<file path="config.mk">
export PLATFORM = sky130hd
export DESIGN_NAME = next_pc_predictor
export DESIGN_NICKNAME = d
export VERILOG_FILES = /design/src/rtl/next_pc_predictor.sv
export SDC_FILE = /design/constraint.sdc
export NUM_CORES = 2
export LEC_CHECK = 0
export CAP_MARGIN = 20
export CORE_MARGIN = 4
export CORE_UTILIZATION = 39
export DETAILED_ROUTE_END_ITERATION = 10
export DONT_BUFFER_PORTS = 1
export PLACE_DENSITY = 0.52
export SETUP_SLACK_MARGIN = 0.5
export SLEW_MARGIN = 10
export SYNTH_ARGS = -nofsm -noshare
export SYNTH_HDL_FRONTEND = slang
export SYNTH_SLANG_ARGS = --single-unit
</file>
<file path="constraint.sdc">
create_clock -name clk -period 4.9 [get_ports clk]
set_clock_uncertainty 0.2 [all_clocks]
set_input_delay 0.49 -clock clk [delete_from_list [all_inputs] [get_ports clk]]
set_output_delay 0.49 -clock clk [all_outputs]
set_load 0.1 [all_outputs]
</file>
<file path="src/rtl/next_pc_predictor.sv">
// rtl/next_pc_predictor.sv - fetch PC register with direct-mapped BTB and gshare next-PC prediction
//
// Ports:
//   clk, reset (async, active low)       clock and reset
//   stall                                hold the fetch PC
//   current_pc / pred_taken /            registered fetch PC and its combinational
//   pred_target / pred_ghr               prediction plus the history snapshot used
//   ex_*                                 resolution of the instruction in EX
//   mispredict / redirect_pc             combinational flush request and correct next PC

module next_pc_predictor #(
    parameter int          XLEN     = 32,
    parameter int          BTB_BITS = 4,
    parameter int          PHT_BITS = 6,
    parameter int          GHR_BITS = 4,
    parameter logic [31:0] RESET_PC = 32'h0
) (
    input  logic                clk,
    input  logic                reset,
    input  logic                stall,
    output logic [XLEN-1:0]     current_pc,
    output logic                pred_taken,
    output logic [XLEN-1:0]     pred_target,
    output logic [GHR_BITS-1:0] pred_ghr,
    input  logic                ex_valid,
    input  logic [XLEN-1:0]     ex_pc,
    input  logic                ex_is_branch,
    input  logic                ex_is_jal,
    input  logic                ex_is_jalr,
    input  logic                ex_bcond,
    input  logic [XLEN-1:0]     ex_target,
    input  logic                ex_pred_taken,
    input  logic [XLEN-1:0]     ex_pred_target,
    input  logic [GHR_BITS-1:0] ex_ghr,
    output logic                mispredict,
    output logic [XLEN-1:0]     redirect_pc
);

    localparam int BTB_N = 1 << BTB_BITS;
    localparam int PHT_N = 1 << PHT_BITS;
    localparam int TAG_W = XLEN - BTB_BITS - 2;

    logic [XLEN-1:0]     r_pc;
    logic [GHR_BITS-1:0] r_ghr;
    logic                r_btb_valid [BTB_N];
    logic                r_btb_jump  [BTB_N];
    logic [TAG_W-1:0]    r_btb_tag   [BTB_N];
    logic [XLEN-1:0]     r_btb_tgt   [BTB_N];
    logic [1:0]          r_pht       [PHT_N];

    logic [BTB_BITS-1:0] w_btb_idx;
    logic [TAG_W-1:0]    w_tag;
    logic [PHT_BITS-1:0] w_pht_idx;
    logic                w_hit;
    logic                w_actual_taken;
    logic                w_train;
    logic [BTB_BITS-1:0] w_ex_btb_idx;
    logic [TAG_W-1:0]    w_ex_tag;
    logic [PHT_BITS-1:0] w_ex_pht_idx;
    logic                w_unused_pred_taken;

    // Mispredict detection compares targets only, so the piped taken bit is redundant.
    assign w_unused_pred_taken = ex_pred_taken;

    // Lookup: PC bits [1:0] never participate in indexing.
    assign w_btb_idx = r_pc[BTB_BITS+1:2];
    assign w_tag     = r_pc[XLEN-1:BTB_BITS+2];
    assign w_pht_idx = r_pc[PHT_BITS+1:2] ^ PHT_BITS'(r_ghr);
    assign w_hit     = r_btb_valid[w_btb_idx] && (r_btb_tag[w_btb_idx] == w_tag);

    assign current_pc  = r_pc;
    assign pred_taken  = w_hit && (r_btb_jump[w_btb_idx] || r_pht[w_pht_idx][1]);
    assign pred_target = pred_taken ? r_btb_tgt[w_btb_idx] : r_pc + XLEN'(4);
    assign pred_ghr    = r_ghr;

    // Resolution
    assign w_actual_taken = ex_is_jal || ex_is_jalr || (ex_is_branch && ex_bcond);
    assign redirect_pc    = w_actual_taken ? ex_target : ex_pc + XLEN'(4);
    // A non-control instruction predicted taken (stale alias) is caught here too,
    // since its redirect is the fall-through PC.
    assign mispredict     = ex_valid && (ex_pred_target != redirect_pc);

    assign w_train      = ex_valid && (ex_is_branch || ex_is_jal || ex_is_jalr);
    assign w_ex_btb_idx = ex_pc[BTB_BITS+1:2];
    assign w_ex_tag     = ex_pc[XLEN-1:BTB_BITS+2];
    assign w_ex_pht_idx = ex_pc[PHT_BITS+1:2] ^ PHT_BITS'(ex_ghr);

    // Fetch PC: redirect beats stall.
    always_ff @(posedge clk or negedge reset) begin
        if (!reset) begin
            r_pc <= XLEN'(RESET_PC);
        end else if (mispredict) begin
            r_pc <= redirect_pc;
        end else if (!stall) begin
            r_pc <= pred_target;
        end
    end

    // Training. Writes land at the edge, so a same-cycle lookup sees the old entry.
    always_ff @(posedge clk or negedge reset) begin
        if (!reset) begin
            r_ghr <= '0;
            for (int i = 0; i < BTB_N; i++) begin
                r_btb_valid[i] <= 1'b0;
                r_btb_jump[i]  <= 1'b0;
                r_btb_tag[i]   <= '0;
                r_btb_tgt[i]   <= '0;
            end
            for (int i = 0; i < PHT_N; i++) begin
                r_pht[i] <= 2'b01;
            end
        end else if (w_train) begin
            if (w_actual_taken) begin
                r_btb_valid[w_ex_btb_idx] <= 1'b1;
                r_btb_jump[w_ex_btb_idx]  <= ex_is_jal || ex_is_jalr;
                r_btb_tag[w_ex_btb_idx]   <= w_ex_tag;
                r_btb_tgt[w_ex_btb_idx]   <= ex_target;
            end
            if (ex_is_branch) begin
                if (ex_bcond && (r_pht[w_ex_pht_idx] != 2'b11)) begin
                    r_pht[w_ex_pht_idx] <= r_pht[w_ex_pht_idx] + 2'b01;
                end else if (!ex_bcond && (r_pht[w_ex_pht_idx] != 2'b00)) begin
                    r_pht[w_ex_pht_idx] <= r_pht[w_ex_pht_idx] - 2'b01;
                end
                r_ghr <= (r_ghr << 1) | GHR_BITS'(ex_bcond);
            end
        end
    end

endmodule

</file>
==> summary.md <==
| Metric | Value |
|---|---|
| Worst-path maximum fanout | 15 |
| Setup TNS | -9.62 ns |
| Die footprint | 148000 sq um |
| Clock sinks | approximately 1100 |
| Pin count of the biggest net entering global routing | 1125 |
| Final HPWL DP | about 120 mm |
| Worst-Skew Late Latency | approximately 0.76 ns |
| Register area share after synthesis | between 50 and 60% |
| Initial antenna violation count | 18 |
| Synth Area in XOR/XNOR | 1.87% |
| Tcrit/Tclk final | 108% |
| Unique masters post-synth | between 80 and 90 |
| Initial core utilization | 39.4% |
| Num CTS Buffers | 130 |
| Core box area | between 100000 and 150000 sq um |
| Die width | between 300 and 400 microns |
| Failing checks | setup timing |
| Global-route usage over all layers | approximately a quarter |
| I/O pin count | 211 |
| PortBufs | 0 |
| Hold_ws | 0.0133 ns |
| Final setup fails | 33 |
| Hold WC Path Type | in -> reg |
| GPL Wtd Cong | approximately 0.91 |
| Layout cells sized above 1 | approximately half |
| Post-synthesis adder-cell area fraction | less than 1% |
| Filler cells | around 12000 |
| H-Tree Depth | 4 |
| Top post-synthesis cells by area | dfrtp_1 (48%), mux2_2 (21%), mux4_2 (11%), dfstp_2 (3.0%), clkbuf_1 (1.7%) |
| Max Cap Violations | 0 |
| Area Overhead vs Synth | 19.7% |
| Post-synthesis compound-gate area fraction | 5.22% |
| Pins Over Slew Limit | 0 |
| Die height | around 380 microns |
| CTS Buffer Depth | 3 |
| First-pass GRT wire length | 281 mm |
| Crit path capture type | output pin |
| Via count | 37000 |
| Fmax | 190 MHz |
| Clk slew on worst S/H paths | about 0.06 ns |
| Most frequent cells in the layout | dfrtp_1 (1052), mux2_2 (1043), mux4_2 (278) |
| Top cell type by total area after synthesis | dfrtp_1 |
| Vias in the first global route | between 30000 and 40000 |
| Initial DRC Count | 3273 |
| Top-area cell type share of the netlist area | 48.0% |
| Crit path kind | reg -> out |
| Area of the multi-input gates | about 26000 sq um |
| Seq. cell area | ~28000 sq um |
| PwrDens | roughly 460 nW/um^2 |
| Num rows | between 100 and 150 |
| Crit path arrival time | between 4 and 5 ns |
| Worst-Margin Slew | between 1 and 1.5 ns |
| Synth warn | 0 |
| Final Power | 30.2 mW |
| Commonest non-fill, non-tap cell in the layout | dfrtp_1 |
| Residual DRC | 0 |
| Worst VDD drop | between 300 and 400 uV |
| Worst EP required | 4.21 ns |
| Post-synthesis mux area share | 33.6% |
| Largest family of logic cells by synthesized area | multiplexers |
| Fin. Hold Viols | 0 |
| Antenna Nets Post-Route | 0 |
| Final wirelength | between 150 and 200 mm |
| Post-synth ARST share | between 90% and 100% |
| Post-Syn Nets | around 4100 |
| Status | complete, but fails checks |
| Minimum clock period | roughly 5.3 ns |
| Post-Synth Simple-Gate Area | under 10% |
| CP startpoint kind | register |
| Seq cells post-synth | 1124 |
| Finished Core Util | 47.2% |
| DRT Pass-1 Iters | 6 |
| RSZ-0062 raised after global routing | yes |
| Post-synth EDFFs | 0 |
| Post-Synthesis Cells | 4032 |
| Worst slew margin | 18.7% |
| Mapped Avg Cell Area | 13.7 sq um |
| Root Driver | clkbuf_16 |
| Post-route setup slack | -0.376 ns |
| Main synth FF type | dfrtp_1 |
| Synth Cell Area | 55200 sq um |
| Total grt overflow | 0 |
| WL/cell | approximately 32 microns |
| Vias per Instance | between 5 and 6 |
| Worst slack, placed | ~0.15 ns |
| Layout Nets | around 4300 |
| Leak | approximately 28 nW |
| CTS tree | yes |
==> metrics by stage <==
| step | instance area (sq um) | instances |
|---|---|---|
| floorplan | 55600 | 4032 |
| global placement | 59400 | 5807 |
| detailed placement | 59400 | 5809 |
| CTS | 65500 | 6159 |
| global route | 66100 | 6188 |
| finish | 66100 | 6194 |
==> cell families after synthesis <==
kind of cell | after synthesis
adders and majority gates | 7
and+or+nand+nor | 569
buffers and inverters | 412
AOI/OAI and AO/OA | 432
DFF | 1124
xor gates and xnor gates | 114
muxes | 1374
==> layout make-up <==
type,instances,share of cell area [%]
antenna,9,0.0341
inverter,47,0.282
multi-input combinational,2497,39.9
clock buffer,189,5.64
timing repair buffer,411,7.25
tap,1876,3.55
clock inverter,41,0.662
sequential,1124,42.7
==> layer usage <==
layer,vias to the layer above,part of all wire (%),track usage (%)
li1,15300,-,-
met2,1319,43,38.4
met5,-,0.10,0
met1,20100,45,38.3
met4,2,2.1,5.81
met3,240,9.6,8.62
==> cell usage after synthesis (51+ instances only) <==
master    instances
dfstp_2          64
a21oi_1          65
clkbuf_1        245
mux2i_1          51
nand2_1         170
mux2_2         1045
dfrtp_1        1060
xnor2_1          65
o22ai_1          59
nor2_1          186
mux4_2          278
o21ai_0          86
==> worst paths after layout <==
path | start | to | slack [ns] | depth (start not counted)
max | current_pc[2] | pred_target[2] | -0.38 | 14
min | stall | current_pc[24] | 0.01 | 3
max reg2reg | current_pc[2] | current_pc[17] | 0.59 | 17
min reg2reg | r_btb_valid[14] | r_btb_valid[14] | 0.26 | 1
max in group asynchronous | reset | r_btb_tgt[353] | 1.20 | 5
min in group asynchronous | reset | r_btb_tgt[152] | 0.19 | 2
==> worst max-delay path, stage by stage (launching register included) <==
cell and delay, ns:
dfrtp_4 0.55, buf_4 0.18, buf_4 0.15, bufbuf_16 0.30, nand2_1 0.14, a211oi_1 0.08
o31a_1 0.30, o41ai_2 0.49, o2111ai_2 0.25, or4_4 0.51, buf_12 0.19, nor3_2 0.16
buf_4 0.13, o21bai_4 0.15, buf_12 0.21
==> what timing repair did <==
| item | CTS | global route |
|---|---|---|
| cloned | 12 | 3 |
| hold buffers | 68 | 5 |
| hold endpoints to repair | 2105 | 222 |
| gates resized for setup | 109 | 53 |
| pin swaps | 29 | 14 |
| endpoints found under the setup margin | 34 | 47 |
| setup buffers | 40 | 10 |
==> sequential cells by signal, indices dropped and copies added, names as in the netlist, named ones only <==
register     flops
r_btb_tgt      512
r_btb_tag      416
r_pht           64
current_pc      32
r_btb_jump      16
r_btb_valid     16
pred_ghr         4
==> power by group <==
group / leakage (nW) / switching (mW) / internal (mW)
combinational: 11.8 / 4.13 / 3.98
sequential: 13.8 / 1.16 / 11.4
clock: 2.05 / 4.10 / 5.44
(Power assumes the default switching activity.)
